--- src/rtl/agc_monitor_responder.sv ---
// agc_monitor_responder: AGC-side responder for the monitor (MON) interface.
// Generates timepulses MT01..MT12, honours MSTP/MSTRT, latches monitor requests and
// runs the matching unprogrammed sequence against a small erasable and channel model.
// Optional feature: define MON_PARITY_CHECK_EN to enable the odd-parity check on STORE
// data and the sticky PARALM alarm; when undefined PARALM is tied low.
module agc_monitor_responder #(
  parameter int MEM_AW    = 6,
  parameter int TP_LEN    = 1,
  parameter int INST_MCTS = 2
) (
  input  logic        SIM_CLK,
  input  logic        SIM_RST,
  input  logic        MSTRT,
  input  logic        MSTP,
  input  logic [15:0] MDT,
  input  logic        MONPAR,
  input  logic        MREAD,
  input  logic        MLOAD,
  input  logic        MRDCH,
  input  logic        MLDCH,
  input  logic        MTCSAI,
  output logic [11:0] MT,
  output logic [15:0] MWL,
  output logic [2:0]  MST,
  output logic        MREQIN,
  output logic        MNISQ,
  output logic        MWSG,
  output logic        MWG,
  output logic        MWZG,
  output logic        MRGG,
  output logic        MWCH,
  output logic        PARALM
);

  localparam int TPW = (TP_LEN > 1) ? $clog2(TP_LEN) : 1;
  localparam int MCW = (INST_MCTS > 1) ? $clog2(INST_MCTS) : 1;
  localparam logic [TPW-1:0] TP_LAST  = TPW'(TP_LEN - 1);
  localparam logic [MCW-1:0] MCT_LAST = MCW'(INST_MCTS - 1);
  localparam logic [11:0]    Z_RESET  = 12'o4000;

  // Timepulse indices (0 = T01 ... 11 = T12)
  localparam logic [3:0] T01 = 4'd0;
  localparam logic [3:0] T04 = 4'd3;
  localparam logic [3:0] T07 = 4'd6;
  localparam logic [3:0] T08 = 4'd7;
  localparam logic [3:0] T09 = 4'd8;
  localparam logic [3:0] T10 = 4'd9;
  localparam logic [3:0] T12 = 4'd11;

  typedef enum logic [2:0] {
    SEQ_FETCH,
    SEQ_STORE,
    SEQ_INOTRD,
    SEQ_INOTLD,
    SEQ_TCSAJ
  } seq_e;

  // Sequencer state
  logic           fresh_q,  fresh_d;
  logic [3:0]     tp_q,     tp_d;
  logic [TPW-1:0] tp_cnt_q, tp_cnt_d;
  logic [MCW-1:0] mct_q,    mct_d;
  logic           stage_q,  stage_d;
  logic           mreqin_q, mreqin_d;
  seq_e           kind_q,   kind_d;
  logic [11:0]    z_q,      z_d;
  logic [15:0]    bank_q,   bank_d;
  logic [MEM_AW-1:0] addr_q, addr_d;

  // Registered outputs
  logic [11:0] mt_q,    mt_d;
  logic [15:0] mwl_q,   mwl_d;
  logic        mnisq_q, mnisq_d;
  logic        mwsg_q,  mwsg_d;
  logic        mwg_q,   mwg_d;
  logic        mwzg_q,  mwzg_d;
  logic        mrgg_q,  mrgg_d;
  logic        mwch_q,  mwch_d;

  // Erasable and channel model
  logic [15:0] mem  [2**MEM_AW];
  logic [15:0] chan [8];
  logic        mem_we;
  logic        chan_we;

  logic enter;
  logic boundary;

`ifdef MON_PARITY_CHECK_EN
  logic paralm_q, paralm_d;
`else
  logic unused_monpar;
  assign unused_monpar = MONPAR;
`endif

  // Next-state: timepulse advance, request latch, sequence actions and output strobes
  always_comb begin
    // NOTE: every signal gets a default before any branch so no latch is inferred.
    fresh_d  = 1'b0;
    tp_d     = tp_q;
    tp_cnt_d = tp_cnt_q;
    mct_d    = mct_q;
    stage_d  = stage_q;
    mreqin_d = mreqin_q;
    kind_d   = kind_q;
    z_d      = z_q;
    bank_d   = bank_q;
    addr_d   = addr_q;
    mem_we   = 1'b0;
    chan_we  = 1'b0;
    enter    = 1'b0;
    boundary = 1'b0;
    mwl_d    = 16'd0;
    mnisq_d  = 1'b0;
    mwsg_d   = 1'b0;
    mwg_d    = 1'b0;
    mwzg_d   = 1'b0;
    mrgg_d   = 1'b0;
    mwch_d   = 1'b0;
`ifdef MON_PARITY_CHECK_EN
    paralm_d = paralm_q;
`endif

    // Timepulse generator; a fresh start goes straight to T01 without boundary actions
    if (fresh_q) begin
      tp_d     = T01;
      tp_cnt_d = '0;
      enter    = 1'b1;
    end else if (tp_cnt_q != TP_LAST) begin
      tp_cnt_d = tp_cnt_q + 1'b1;
    end else if (tp_q != T12) begin
      tp_d     = tp_q + 4'd1;
      tp_cnt_d = '0;
      enter    = 1'b1;
    end else if (!MSTP) begin
      tp_d     = T01;
      tp_cnt_d = '0;
      enter    = 1'b1;
      boundary = 1'b1;
    end

    // MCT boundary: advance the running sequence, or count idle MCTs and latch a request
    if (boundary) begin
      if (mreqin_q) begin
        if (stage_q || kind_q == SEQ_TCSAJ) begin
          mreqin_d = 1'b0;
          stage_d  = 1'b0;
        end else begin
          stage_d = 1'b1;
        end
      end else begin
        if (mct_q == MCT_LAST) begin
          z_d   = z_q + 12'd1;
          mct_d = '0;
        end else begin
          mct_d = mct_q + 1'b1;
        end
        if (MREAD || MLOAD || MRDCH || MLDCH || MTCSAI) begin
          mreqin_d = 1'b1;
          stage_d  = 1'b0;
          mct_d    = '0;
          if (MREAD)      kind_d = SEQ_FETCH;
          else if (MLOAD) kind_d = SEQ_STORE;
          else if (MRDCH) kind_d = SEQ_INOTRD;
          else if (MLDCH) kind_d = SEQ_INOTLD;
          else            kind_d = SEQ_TCSAJ;
        end
      end
    end

    // One-shot data actions taken on entry to the relevant timepulse
    if (enter && mreqin_d && !stage_d) begin
      if (tp_d == T04) bank_d = MDT;
      if (tp_d == T08) begin
        addr_d = MDT[MEM_AW-1:0];
        if (kind_d == SEQ_TCSAJ) z_d = MDT[11:0];
      end
    end
    if (enter && mreqin_d && stage_d && tp_d == T09) begin
      mem_we  = (kind_d == SEQ_STORE);
      chan_we = (kind_d == SEQ_INOTLD);
    end

`ifdef MON_PARITY_CHECK_EN
    // Odd parity over data plus MONPAR; the word is still written on a mismatch
    if (mem_we && !(^{MDT, MONPAR})) paralm_d = 1'b1;
`endif

    // Outputs for the upcoming cycle, held for every cycle of the timepulse
    mt_d = 12'd1 << tp_d;
    if (!mreqin_d) begin
      if (tp_d == T08) begin
        mwsg_d = 1'b1;
        mwl_d  = {4'd0, z_q};
      end
      if (tp_d == T12 && mct_d == MCT_LAST) mnisq_d = 1'b1;
    end else if (!stage_d) begin
      if (tp_d == T08) begin
        mwsg_d = 1'b1;
        mwl_d  = MDT & 16'o7777;
        mwzg_d = (kind_d == SEQ_TCSAJ);
      end
    end else begin
      case (kind_d)
        SEQ_FETCH: begin
          if (tp_d == T07) begin
            mwg_d = 1'b1;
            mwl_d = mem[addr_q];
          end else if (tp_d == T10) begin
            mwl_d = bank_q;
          end
        end
        SEQ_STORE: begin
          if (tp_d == T09) begin
            mwg_d = 1'b1;
            mwl_d = MDT;
          end
        end
        SEQ_INOTRD: begin
          if (tp_d == T07) begin
            mrgg_d = 1'b1;
            mwl_d  = chan[addr_q[2:0]];
          end
        end
        SEQ_INOTLD: begin
          if (tp_d == T09) begin
            mwch_d = 1'b1;
            mwl_d  = MDT;
          end
        end
        default: ;
      endcase
    end

    // MSTRT behaves like reset except that the erasable and channel model keep their contents
    if (MSTRT) begin
      fresh_d  = 1'b1;
      tp_d     = T12;
      tp_cnt_d = TP_LAST;
      mct_d    = '0;
      stage_d  = 1'b0;
      mreqin_d = 1'b0;
      kind_d   = SEQ_FETCH;
      z_d      = Z_RESET;
      bank_d   = 16'd0;
      addr_d   = '0;
      mem_we   = 1'b0;
      chan_we  = 1'b0;
      mt_d     = 12'd0;
      mwl_d    = 16'd0;
      mnisq_d  = 1'b0;
      mwsg_d   = 1'b0;
      mwg_d    = 1'b0;
      mwzg_d   = 1'b0;
      mrgg_d   = 1'b0;
      mwch_d   = 1'b0;
`ifdef MON_PARITY_CHECK_EN
      paralm_d = 1'b0;
`endif
    end
  end

  // State and output registers with synchronous reset
  always_ff @(posedge SIM_CLK) begin
    if (SIM_RST) begin
      // NOTE: non-blocking assignments keep every flop sampling the pre-edge values.
      fresh_q  <= 1'b1;
      tp_q     <= T12;
      tp_cnt_q <= TP_LAST;
      mct_q    <= '0;
      stage_q  <= 1'b0;
      mreqin_q <= 1'b0;
      kind_q   <= SEQ_FETCH;
      z_q      <= Z_RESET;
      bank_q   <= 16'd0;
      addr_q   <= '0;
      mt_q     <= 12'd0;
      mwl_q    <= 16'd0;
      mnisq_q  <= 1'b0;
      mwsg_q   <= 1'b0;
      mwg_q    <= 1'b0;
      mwzg_q   <= 1'b0;
      mrgg_q   <= 1'b0;
      mwch_q   <= 1'b0;
    end else begin
      fresh_q  <= fresh_d;
      tp_q     <= tp_d;
      tp_cnt_q <= tp_cnt_d;
      mct_q    <= mct_d;
      stage_q  <= stage_d;
      mreqin_q <= mreqin_d;
      kind_q   <= kind_d;
      z_q      <= z_d;
      bank_q   <= bank_d;
      addr_q   <= addr_d;
      mt_q     <= mt_d;
      mwl_q    <= mwl_d;
      mnisq_q  <= mnisq_d;
      mwsg_q   <= mwsg_d;
      mwg_q    <= mwg_d;
      mwzg_q   <= mwzg_d;
      mrgg_q   <= mrgg_d;
      mwch_q   <= mwch_d;
    end
  end

  // Erasable and channel writes; a reset cycle writes nothing
  always_ff @(posedge SIM_CLK) begin
    // NOTE: the storage arrays have no reset; their contents survive SIM_RST and MSTRT.
    if (!SIM_RST && mem_we)  mem[addr_q]       <= MDT;
    if (!SIM_RST && chan_we) chan[addr_q[2:0]] <= MDT;
  end

`ifdef MON_PARITY_CHECK_EN
  // Sticky parity alarm, cleared only by reset or MSTRT
  always_ff @(posedge SIM_CLK) begin
    if (SIM_RST) paralm_q <= 1'b0;
    else         paralm_q <= paralm_d;
  end
  assign PARALM = paralm_q;
`else
  assign PARALM = 1'b0;
`endif

  assign MT     = mt_q;
  assign MWL    = mwl_q;
  assign MST    = {2'b00, stage_q};
  assign MREQIN = mreqin_q;
  assign MNISQ  = mnisq_q;
  assign MWSG   = mwsg_q;
  assign MWG    = mwg_q;
  assign MWZG   = mwzg_q;
  assign MRGG   = mrgg_q;
  assign MWCH   = mwch_q;

endmodule
--- config.mk ---
export PLATFORM = sky130hd
export DESIGN_NAME = agc_monitor_responder
export DESIGN_NICKNAME = d
export VERILOG_FILES = /design/src/rtl/agc_monitor_responder.sv
export SDC_FILE = /design/constraint.sdc
export NUM_CORES = 1
export LEC_CHECK = 0
export ABC_AREA = 0
export ABC_CLOCK_PERIOD_IN_PS = 5000
export CORE_MARGIN = 2
export CORE_UTILIZATION = 60
export CTS_CLUSTER_SIZE = 12
export DETAILED_ROUTE_END_ITERATION = 12
export HOLD_SLACK_MARGIN = 0.06
export PLACE_DENSITY = 0.74
export SLEW_MARGIN = 5
export SYNTH_ARGS = -nofsm -noshare
export SYNTH_HDL_FRONTEND = slang
export SYNTH_SLANG_ARGS = --single-unit
--- constraint.sdc ---
create_clock -name SIM_CLK -period 5 [get_ports SIM_CLK]
set_input_delay 1 -clock SIM_CLK [delete_from_list [all_inputs] [get_ports SIM_CLK]]
set_output_delay 1 -clock SIM_CLK [all_outputs]
set_load 0.005 [all_outputs]
After elaboration in Yosys (flattened, before gate mapping):

Memories as Yosys holds them, arrays and structs flattened. A register that Yosys moved wholly into a read port is not among the register bits.
Index checks and enable logic that the tools add are counted.

* register bits: 80
* bits of input ports: 26
* RAM bits: 1152
* output and inout port bits: 39
* word-level logic and storage cells: 132
* memories kept: 2

* reduce and logical (&&, ||, !) cells: 25
* muxes and demuxes: 64
* bitwise gates (word level): 6
* add/subtract/negate cells: 4
* shift-type cells: 1
* eq/ne operators: 12

Memory list
* mem: words 64, bits a word 16, read ports 1, clocked after Yosys merged registers in 1, wr ports 1, RTL line 81 `logic [15:0] mem [2**MEM_AW];`
* chan: words 8, bits a word 16, read ports 1, clocked after Yosys merged registers in 1, wr ports 1, RTL line 82 `logic [15:0] chan [8];`

Operators with widths (number)
* $mux 12: 8
* $mux 16: 6
* $pmux 16 s3: 1
* $mux 1: 33
* $mux 3: 9
* $mux 4: 4
* $reduce_or 5->1: 3
* $add 12x1->12 const B: 1
* $eq 4x4->1 const B: 3
* $mux 6: 2
* $shl 1x4->12 const A: 1
* $eq 4x3->1 const B: 2
* $reduce_or 4->1: 2
* $logic_and 1x1->1: 7
* $eq 3x2->1 const B: 2
* $eq 3x3->1 const B: 2
* $not 1->1: 6
* $logic_or 1x1->1: 5
* $add 4x1->4 const B: 1
* $eq 4x2->1 const B: 1
* $ne 4x4->1 const B: 1
* $reduce_and 2->1: 2
* $reduce_or 2->1: 2
* $eq 3x1->1 const B: 1
* other kinds (5): 7

Depth between registers and ports, before layout:

Gate-level depths: netlist (run 1).

* word-level depth: 15
* mapped depth: 12
* gate-level depth less buffers: 8

Worst setup path before layout (run 1):

Ideal clock, no wire load.

* path type: input to register
* start point: in MLOAD
* end point: mem chan[0][0] (enable)
* buffers on the path: 0
* data required time: 4.591 ns
* arrival time: 4.266 ns
* cell stages on the path: 7
* setup time: 0.409 ns
* path slack: 0.325 ns
* cells stage by stage: or4_4 o211ai_2 mux2i_1 or4_1 nor4_1 nand2b_1 nor3_1

* longest elaborated chain between the ends: 15
* elaborated cells between the ends (all ways): 24
* those cells by class: eq/ne: 1; mux: 15; reduce/logical: 8

RTL lines
* start, declared: RTL line 18 `input logic MLOAD,`
* $logic_or 1x1->1 (4 in series): RTL line 158 `if (MREAD || MLOAD || MRDCH || MLDCH || MTCSAI) begin`
* $mux 1: RTL line 158
* $mux 1: RTL line 144 `if (mreqin_q) begin`
* $mux 1: RTL line 143 `if (boundary) begin`
* $logic_and 1x1->1 (3 in series): RTL line 179 `if (enter && mreqin_d && stage_d && tp_d == T09) begin`
* $mux 1 *: RTL line 179
* $mux 1 *: RTL line 236 `if (MSTRT) begin`
* $logic_and 1x1->1 *: RTL line 311 `if (!SIM_RST && chan_we) chan[addr_q[2:0]] <= MDT;`
* $mux 1 *: RTL line 311
* $mux 1 (implied by the code) *: RTL line 311
* end, declared: RTL line 82

Every way passes the cells marked *; elsewhere a longest branch is shown, timed or not.

Worst setup path in the final report (run 1):

* start point: in MSTP
* end point: mem mem[59][6] (enable)

* longest elaborated chain between the ends: 13
* elaborated cells between the ends (all ways): 24
* those cells by class: eq/ne: 2; mux: 18; reduce/logical: 4

RTL lines
* start, declared: RTL line 14 `input logic MSTP,`
* $mux 1: RTL line 135 `end else if (!MSTP) begin`
* $mux 1: RTL line 131 `end else if (tp_q != T12) begin`
* $mux 1: RTL line 129 `end else if (tp_cnt_q != TP_LAST) begin`
* $mux 1: RTL line 125 `if (fresh_q) begin`
* $mux 1: RTL line 143
* $logic_and 1x1->1 (3 in series): RTL line 179
* $mux 1 *: RTL line 179
* $mux 1 *: RTL line 236
* $logic_and 1x1->1 *: RTL line 310 `if (!SIM_RST && mem_we) mem[addr_q] <= MDT;`
* $mux 1 *: RTL line 310
* $mux 1 (implied by the code) *: RTL line 310
* end, declared: RTL line 81

Marked as above.

==> metrics.cfg, run 1 <==
[timing]
worst_slew_pin_slew_ns = 1.27
finalHoldViolations = 0
fin_skew_ns = 0.0298
final_cycle_share_pct = 83.6
grt_setup_unrepaired = false
drv_slew = 0
maxSlewHeadroom_pct = 15.5
fmax_ghz = 0.239
setup_failing_eps_final = 0
setup_total_negative_slack_ns = 0
final_period_minus_worst_setup_slack_ns = 4.18

[logic_synthesis]
netlist_instances = 2331
synth_top_flop_cell = sky130_fd_sc_hd__edfxtp_1
postSynthRegisterBits = 1238
synth_enable_flop_cells = 1152
post_synth.cell_area_avg_sq_um = 20.5
post_synth_instance_area_sq_um = 47800
asyncSetResetFlopFracSynth_pct = 0
post_synth_num_cell_types = 72
sequential_to_total_area_share_from_yosys_stat_pct = 75.9
yosys_warnings = 0

[worst_setup_path]
critPathArrivalTime_ns = 4.54
worst_r2r_endpoint = MWL[1]$_SDFF_PP0_
worst-setup-path-type = in2reg
timing.critical_path.from_type = input port
cp_data_required_time_ns = 5.36
setup.reg_to_reg.worst_slack_ns = 1.10
cp_max_fo = 15
worstRegToRegCells = 8
crit_path_end_kind = flip-flop

[clock_tree]
postCtsSetupRepairBufs = 0
cts_root_buffer = sky130_fd_sc_hd__clkbuf_16
cts_tree = done
clock_pin_slew_of_the_registers_on_the_worst_case_setup_and_hold_paths_ns = 0.06
clock_sinks = 1238
h-tree-depth = 3
cts_resized = 0
cts_inserted_buffers = 121
max_root_sink_buffers = 3
clock_insertion_delay_worst_skew_ns = 0.68
cts_hold_repair.buffers = 0

[floorplanning]
io_pins = 65
fp.dieH_um = 286
fp-row-count = 103
die-area_sq_um = 82000
die_w_um = 286
placeableCoreArea_sq_um = 79000
initial_core_util_pct = 60.6

[final_layout]
multi_input_area_sq_um = 11000
sequential_cell_area_sq_um = 36300
finish.utilization_pct = 68.5
area.growth.synth_to_final_pct = 13.2
final_layout_size_suffix_gt1_share_pct = 24.7
fin_nets = 2571
nFillCells = 4825

[routing]
post_route_antenna_net_violation_count = 0
post_drt_via_cell_ratio = 6.73
wl_per_cell_um = 31.3
via_count = 24700
detailedRoute.firstIterationViolations = 3220
finalWirelength_um = 115000
route.detailed.drc = 0
drt_pass1_iterations = 6

[power_and_ir_drop]
power_frac_comb_pct = 1.3
clock_power_share_pct = 41.6
pwr-share-seq_pct = 57.1
power.net_switching_mw = 3.79
worst_ir_drop_vdd_mv = 0.351
power_density_nw_per_um2 = 366
cellLeakagePower_nw = 16.6
internal_power_mw = 16.0
power.share.switching_pct = 19.1

[worst_hold_path]
hp-start = bank_q[5]$_SDFFE_PP0P_
holdCritPathClass = reg2reg
min_delay_worst_endpoint = bank_q[5]$_SDFFE_PP0P_
min_path_cells = 2

[run]
maxCapViolations = 0

[grt]
grt_start_max_net_pins = 76
antenna_found_initial = 1
grt.total_usage_pct = 28.5
first_global_vias = 24900
grt_pass1_wl_um = 168000
grt.overflow.total = 0

[placement]
port-buffer-count = 60
gp_congestion = 0.930
dp.final_hpwl_um = 70500

[outcome]
run_status = complete, no violations

## final cells by class
cell class              instances  area share, %
flip-flops and latches       1238           67.1
inverters                      11         0.0763
multi-input cells             958           20.3
repair buffers                213           3.66
well taps                    1050           2.43
clock buffers                 170           6.04
diodes                          1        0.00462
clock inverters                27          0.446
## stage by stage
stage	worst slack (ns)	power, mW	std cells	hold slack [ns]	cell area, sq um
after floorplan	0.325	11.6	2334	0.454	47900
after global placement	0.305	11.8	3470	0.466	50600
after detailed placement	0.223	11.8	3470	0.485	50600
after CTS	0.906	19.9	3667	0.497	54100
after global routing	0.735	20.3	3667	0.535	54100
final	0.818	19.8	3668	0.502	54100
## per-layer routing
layer,global-route usage (%),up-vias,share of wire (%)
li1,-,10100,-
met1,40.8,12800,37
met2,44.4,1497,48
met3,6.22,258,11
met4,9.95,0,3.7
met5,0,-,0
## power by group through the flow
| stage | sequential (mW) | combinational [mW] | clock (mW) |
|---|---|---|---|
| CTS | 11.3 | 0.261 | 8.35 |
| floorplan | 11.5 | 0.0413 | 0 |
| global route | 11.3 | 0.281 | 8.73 |
| global placement | 11.5 | 0.245 | 0 |
| finish | 11.3 | 0.261 | 8.25 |
| detailed placement | 11.5 | 0.261 | 0 |
## cells in the final DEF, fill, tap and decap left out, types with 12 or more instances in the layout
cell / netlist / final
sky130_fd_sc_hd__nor2_1: 140 / 140
sky130_fd_sc_hd__buf_4: 8 / 128
sky130_fd_sc_hd__a21oi_1: 42 / 42
sky130_fd_sc_hd__nand3_1: 17 / 17
sky130_fd_sc_hd__a22oi_1: 33 / 33
sky130_fd_sc_hd__buf_12: 0 / 25
sky130_fd_sc_hd__dfxtp_1: 86 / 82
sky130_fd_sc_hd__edfxtp_1: 1152 / 1152
sky130_fd_sc_hd__clkbuf_16: 0 / 122
sky130_fd_sc_hd__clkinv_1: 1 / 14
sky130_fd_sc_hd__o21ai_0: 16 / 16
sky130_fd_sc_hd__clkbuf_1: 61 / 41
sky130_fd_sc_hd__mux4_2: 294 / 294
sky130_fd_sc_hd__nor3_1: 23 / 21
sky130_fd_sc_hd__clkdlybuf4s50_1: 0 / 44
sky130_fd_sc_hd__o221ai_1: 12 / 12
sky130_fd_sc_hd__nand2_1: 65 / 65
sky130_fd_sc_hd__mux2_2: 20 / 20
sky130_fd_sc_hd__buf_2: 33 / 16
sky130_fd_sc_hd__mux2i_1: 92 / 92
sky130_fd_sc_hd__a221oi_1: 12 / 12
## worst max-delay path, stage by stage
cell                              delay, ns
sky130_fd_sc_hd__clkdlybuf4s50_1       0.50
sky130_fd_sc_hd__nor4_1                0.61
sky130_fd_sc_hd__o211ai_2              0.30
sky130_fd_sc_hd__mux2i_1               0.22
sky130_fd_sc_hd__or4_1                 0.67
sky130_fd_sc_hd__nor4b_4               0.36
sky130_fd_sc_hd__nand3_1               0.13
sky130_fd_sc_hd__buf_4                 0.25
sky130_fd_sc_hd__nor2_1                0.17
sky130_fd_sc_hd__buf_4                 0.30
## sequential cells by signal (all words and copies together) (netlist names), 3 cells and up, named ones only
register	cells
z_q	12
mem	1024
chan	128
tp_q	4
kind_q	3
MWL	16
bank_q	16
addr_q	6
MT	12
## synthesized netlist by cell type (4+ instances only)
cell type / number / area [sq um]
sky130_fd_sc_hd__o221ai_1: 12 / 105
sky130_fd_sc_hd__nand4_1: 11 / 68.8
sky130_fd_sc_hd__nor2b_1: 11 / 68.8
sky130_fd_sc_hd__a32o_1: 4 / 40.0
sky130_fd_sc_hd__buf_1: 25 / 93.8
sky130_fd_sc_hd__mux2_2: 20 / 225
sky130_fd_sc_hd__a21o_1: 5 / 37.5
sky130_fd_sc_hd__edfxtp_1: 1152 / 34600
sky130_fd_sc_hd__mux4_2: 294 / 6620
sky130_fd_sc_hd__and3_1: 5 / 31.3
sky130_fd_sc_hd__o2bb2ai_1: 4 / 35.0
sky130_fd_sc_hd__a222oi_1: 9 / 90.1
sky130_fd_sc_hd__o2111ai_1: 4 / 35.0
sky130_fd_sc_hd__nor3_1: 23 / 115
sky130_fd_sc_hd__a21oi_1: 42 / 210
sky130_fd_sc_hd__a32oi_1: 5 / 43.8
sky130_fd_sc_hd__a31oi_1: 9 / 56.3
sky130_fd_sc_hd__nor2_1: 140 / 526
sky130_fd_sc_hd__or3_1: 8 / 50.1
sky130_fd_sc_hd__nand2b_1: 9 / 56.3
sky130_fd_sc_hd__buf_4: 8 / 60.1
sky130_fd_sc_hd__nor4_1: 5 / 31.3
sky130_fd_sc_hd__nand3_1: 17 / 85.1
sky130_fd_sc_hd__xor2_1: 4 / 35.0
sky130_fd_sc_hd__a221oi_1: 12 / 105
sky130_fd_sc_hd__nand3b_1: 8 / 60.1
sky130_fd_sc_hd__xnor2_1: 7 / 61.3
sky130_fd_sc_hd__a22oi_1: 33 / 248
sky130_fd_sc_hd__o22ai_1: 6 / 37.5
sky130_fd_sc_hd__nand2_1: 65 / 244
sky130_fd_sc_hd__dfxtp_1: 86 / 1720
sky130_fd_sc_hd__o21ai_0: 16 / 80.1
sky130_fd_sc_hd__clkbuf_1: 61 / 229
sky130_fd_sc_hd__inv_1: 9 / 33.8
sky130_fd_sc_hd__and2_1: 5 / 31.3
sky130_fd_sc_hd__o211ai_1: 5 / 37.5
sky130_fd_sc_hd__a22o_1: 5 / 43.8
sky130_fd_sc_hd__o21ai_1: 8 / 40.0
sky130_fd_sc_hd__mux2i_1: 92 / 921
sky130_fd_sc_hd__buf_2: 33 / 165
sky130_fd_sc_hd__or2_1: 5 / 31.3
## cells by family (layout without fill, tap and decap cells)
logic type | count (synthesis) | count (layout) | share of synthesized area, %
flip-flops | 1238 | 1238 | 75.9
adder cells (fa/ha/maj) | 2 | 2 | 0.0523
XOR/XNOR | 11 | 11 | 0.201
AND/OR/NAND/NOR | 335 | 335 | 3.38
buffers and inverters | 138 | 421 | 1.23
multiplexers | 406 | 406 | 16.2
other | 1 | 5 | 0.00784
AO/OA/AOI/OAI | 200 | 200 | 3.00
## how the worst max path moves through the flow
stage	startpoint	endpoint	slack (ns)	cells past startpoint
2_1_floorplan	MLOAD	chan[0][0]$_DFFE_PP_	0.32	7
3_3_place_gp	MSTP	mem[59][13]$_DFFE_PP_	0.30	10
3_5_place_dp	MSTP	mem[59][13]$_DFFE_PP_	0.22	10
4_1_cts	MSTP	mem[59][15]$_DFFE_PP_	0.91	10
5_1_grt	MSTP	mem[43][7]$_DFFE_PP_	0.73	10
6_report	MSTP	mem[59][6]$_DFFE_PP_	0.82	10
No activity file was read; power rests on OpenSTA's default activity.
==> run 2, diff against run 1 <==
--- a/config.mk
+++ b/config.mk
@@ -6,7 +6,7 @@
 export NUM_CORES = 1
 export LEC_CHECK = 0
 export ABC_AREA = 0
-export ABC_CLOCK_PERIOD_IN_PS = 5000
+export ABC_CLOCK_PERIOD_IN_PS = 4000
 export CORE_MARGIN = 2
 export CORE_UTILIZATION = 60
 export CTS_CLUSTER_SIZE = 12
==> constraint.sdc (replaced) <==
create_clock -name SIM_CLK -period 4 [get_ports SIM_CLK]
set_input_delay 0.8 -clock SIM_CLK [delete_from_list [all_inputs] [get_ports SIM_CLK]]
set_output_delay 0.8 -clock SIM_CLK [all_outputs]
set_load 0.005 [all_outputs]
==> run 2 against run 1 <==
Net effect:
- flip-flop and latch count did not move
- critical path depth unchanged
- non-clock buffer count rose by 64
- via count increased by 0.97%
- sequential power up 25%
- global-route usage rose by 0.61 points
- combinational power grew 33%
- first-iteration DRC count increased by 7.6%
==> metrics.cfg, run 2 (synthesized netlist as in run 1, its figures left out) <==
[worst_setup_path]
critical_path.cell_chain = clkdlybuf4s50_1, nor4_1, o211ai_2, mux2i_1, or4_1, nor4b_4, nand3_1, buf_4, nor2_1, buf_12
crit_buf_inv = 3  ; unchanged
cp_top_family = simple AND/OR/NAND/NOR gates
crit_path_max_incr_delay_ns = 0.65  ; -0.02 ns
cp_max_fo = 16  ; +1
setup.reg_to_reg.worst_slack_ns = 0.25  ; -0.85 ns
cp_num_cells = 10  ; unchanged
crit_path_end_kind = flip-flop
timing.critical_path.slowest_stage_cell = sky130_fd_sc_hd__or4_1
timing.critical_path.from_type = input port
cp_data_required_time_ns = 4.40  ; -0.96 ns
worst-setup-path-type = in2reg
critPathArrivalTime_ns = 4.23  ; -0.31 ns
worstRegToRegCells = 10  ; +2

[final_layout]
fin_nets = 2635  ; +2.5%
largest_reg_flops = 1024  ; unchanged
design_area_sq_um = 55400  ; +2.3%
final_layout_size_suffix_gt1_share_pct = 27.2  ; +2.5 points
layoutNonFillerInstCount = 3738  ; +1.9%
area.growth.synth_to_final_pct = 15.7
mostFrequentLayoutCell = sky130_fd_sc_hd__edfxtp_1
antenna_cells = 0  ; -1
most-common-layout-cells = sky130_fd_sc_hd__edfxtp_1, sky130_fd_sc_hd__mux4_2, sky130_fd_sc_hd__buf_4
nFillCells = 4664  ; -3.3%
multi_input_area_sq_um = 11000  ; +0.34%
largest-register = mem
sequential_cell_area_sq_um = 36300  ; unchanged

[routing]
post_route_antenna_net_violation_count = 0  ; unchanged
route.detailed.drc = 0  ; unchanged
via_count = 24900  ; +0.97%
detailedRoute.firstIterationViolations = 3464  ; +7.6%
finalWirelength_um = 117000  ; +2.0%
post_drt_via_cell_ratio = 6.66  ; -0.92%
drt_pass1_iterations = 6  ; unchanged
wl_per_cell_um = 31.3  ; about the same

[floorplanning]
io_pins = 65  ; unchanged
die-area_sq_um = 82000  ; unchanged
die_w_um = 286  ; unchanged
fp-row-count = 103  ; unchanged
initial_core_util_pct = 60.6  ; unchanged
placeableCoreArea_sq_um = 79000  ; unchanged
fp.dieH_um = 286  ; unchanged

[placement]
port-buffer-count = 60  ; unchanged
placedCellCount = 3534  ; +1.8%
dp.final_hpwl_um = 74300  ; +5.5%
worst_slack_at_placement_ns = -0.436  ; -0.659 ns
postPlaceCellArea_sq_um = 51700  ; +2.1%
gp_congestion = 0.969  ; +4.2%

[power_and_ir_drop]
power.total_mw = 25.2  ; +27%
power_density_nw_per_um2 = 454  ; +24%
worst_ir_drop_vdd_mv = 0.395  ; +13%
cellLeakagePower_nw = 17.1  ; +3.1%

[clock_tree]
clock_pin_slew_of_the_registers_on_the_worst_case_setup_and_hold_paths_ns = 0.06  ; about the same
max_root_sink_buffers = 3  ; unchanged
cts_inserted_buffers = 121  ; unchanged
cts_root_buffer = sky130_fd_sc_hd__clkbuf_16
clock_insertion_delay_worst_skew_ns = 0.71  ; +0.03 ns
cts_hold_repair.buffers = 0  ; unchanged
postCtsSetupRepairBufs = 0  ; unchanged
clock_sinks = 1238  ; unchanged
cts_tree = done
cts_resized = 0  ; unchanged
h-tree-depth = 3  ; unchanged

[timing]
drv_slew = 0  ; unchanged
final_cycle_share_pct = 95.7
setup_failing_eps_final = 0  ; unchanged
final_critical_path_setup_slack_ns = 0.171  ; -0.647 ns
grt_setup_unrepaired = false
maxSlewHeadroom_pct = 26.0  ; +10 points
fin_skew_ns = 0.0535  ; +0.0238 ns
fmax_ghz = 0.261
final_period_minus_worst_setup_slack_ns = 3.83
finalHoldViolations = 0  ; unchanged
worst_slew_pin_slew_ns = 1.11  ; -0.157 ns

[grt]
grt.total_usage_pct = 29.1  ; +0.61 points
antenna_found_initial = 4  ; +3
grt_pass1_wl_um = 172000  ; +2.5%
grt_start_max_net_pins = 54  ; -29%
grt.overflow.total = 0  ; unchanged
first_global_vias = 25200  ; +1.4%

[run]
maxCapViolations = 0  ; unchanged

[worst_hold_path]
min_path_cells = 2  ; unchanged
holdCritPathClass = reg2reg

[outcome]
run_status = complete, no violations

==> run 2: cell count changes in the layout (fill, tap and decap cells not counted), sizes merged <==
cell,delta
clkbuf,+10
buf,+64
clkinv,-3
diode,-1
==> run 2: tightest hold or removal path, delay by kind of cell (launching register included) <==
family	cells	cell delay (ns)
flip-flops	1	0.32
multiplexers	1	0.07
AND/OR/NAND/NOR	1	0.07
==> run 2: through the flow <==
| step | utilization, % | TNS, ns | hold WS (ns) |
|---|---|---|---|
| floorplan | - | -50.34 | 0.454 |
| global placement | 65.4 | -210.82 | 0.467 |
| detailed placement | 65.4 | -233.39 | 0.482 |
| global route | 70.1 | 0 | 0.508 |
| finish | 70.1 | 0 | 0.491 |
| CTS | 70.1 | 0 | 0.491 |
==> run 2: final cells by class <==
cell class                 instances  share of cell area (%)
clock inverter                    24                   0.529
tap                             1050                    2.37
timing repair buffer             277                    5.44
multi-input combinational        958                    19.9
inverter                          11                  0.0746
sequential                      1238                    65.6
clock buffer                     180                    6.11
==> run 2: worst paths after layout <==
path / start / to
max reg2reg: tp_q[0]$_SDFF_PP1_ / mem[27][9]$_DFFE_PP_
max: MSTP / mem[27][9]$_DFFE_PP_
min reg2reg: bank_q[5]$_SDFFE_PP0P_ / bank_q[5]$_SDFFE_PP0P_
min: bank_q[5]$_SDFFE_PP0P_ / bank_q[5]$_SDFFE_PP0P_
==> run 2: metal layers <==
metal,share of wire [%],GRT usage (%),up-vias
met5,0.021,0,-
li1,-,-,10200
met2,48,45.9,1546
met4,3.3,10.0,4
met3,10,5.52,214
met1,38,41.9,12900
==> run 2: where the power goes <==
group          total, mW  internal [mW]  switching (mW)
combinational      0.348         0.0607           0.287
sequential          14.1           14.1         0.00639
clock               10.7           6.06            4.61
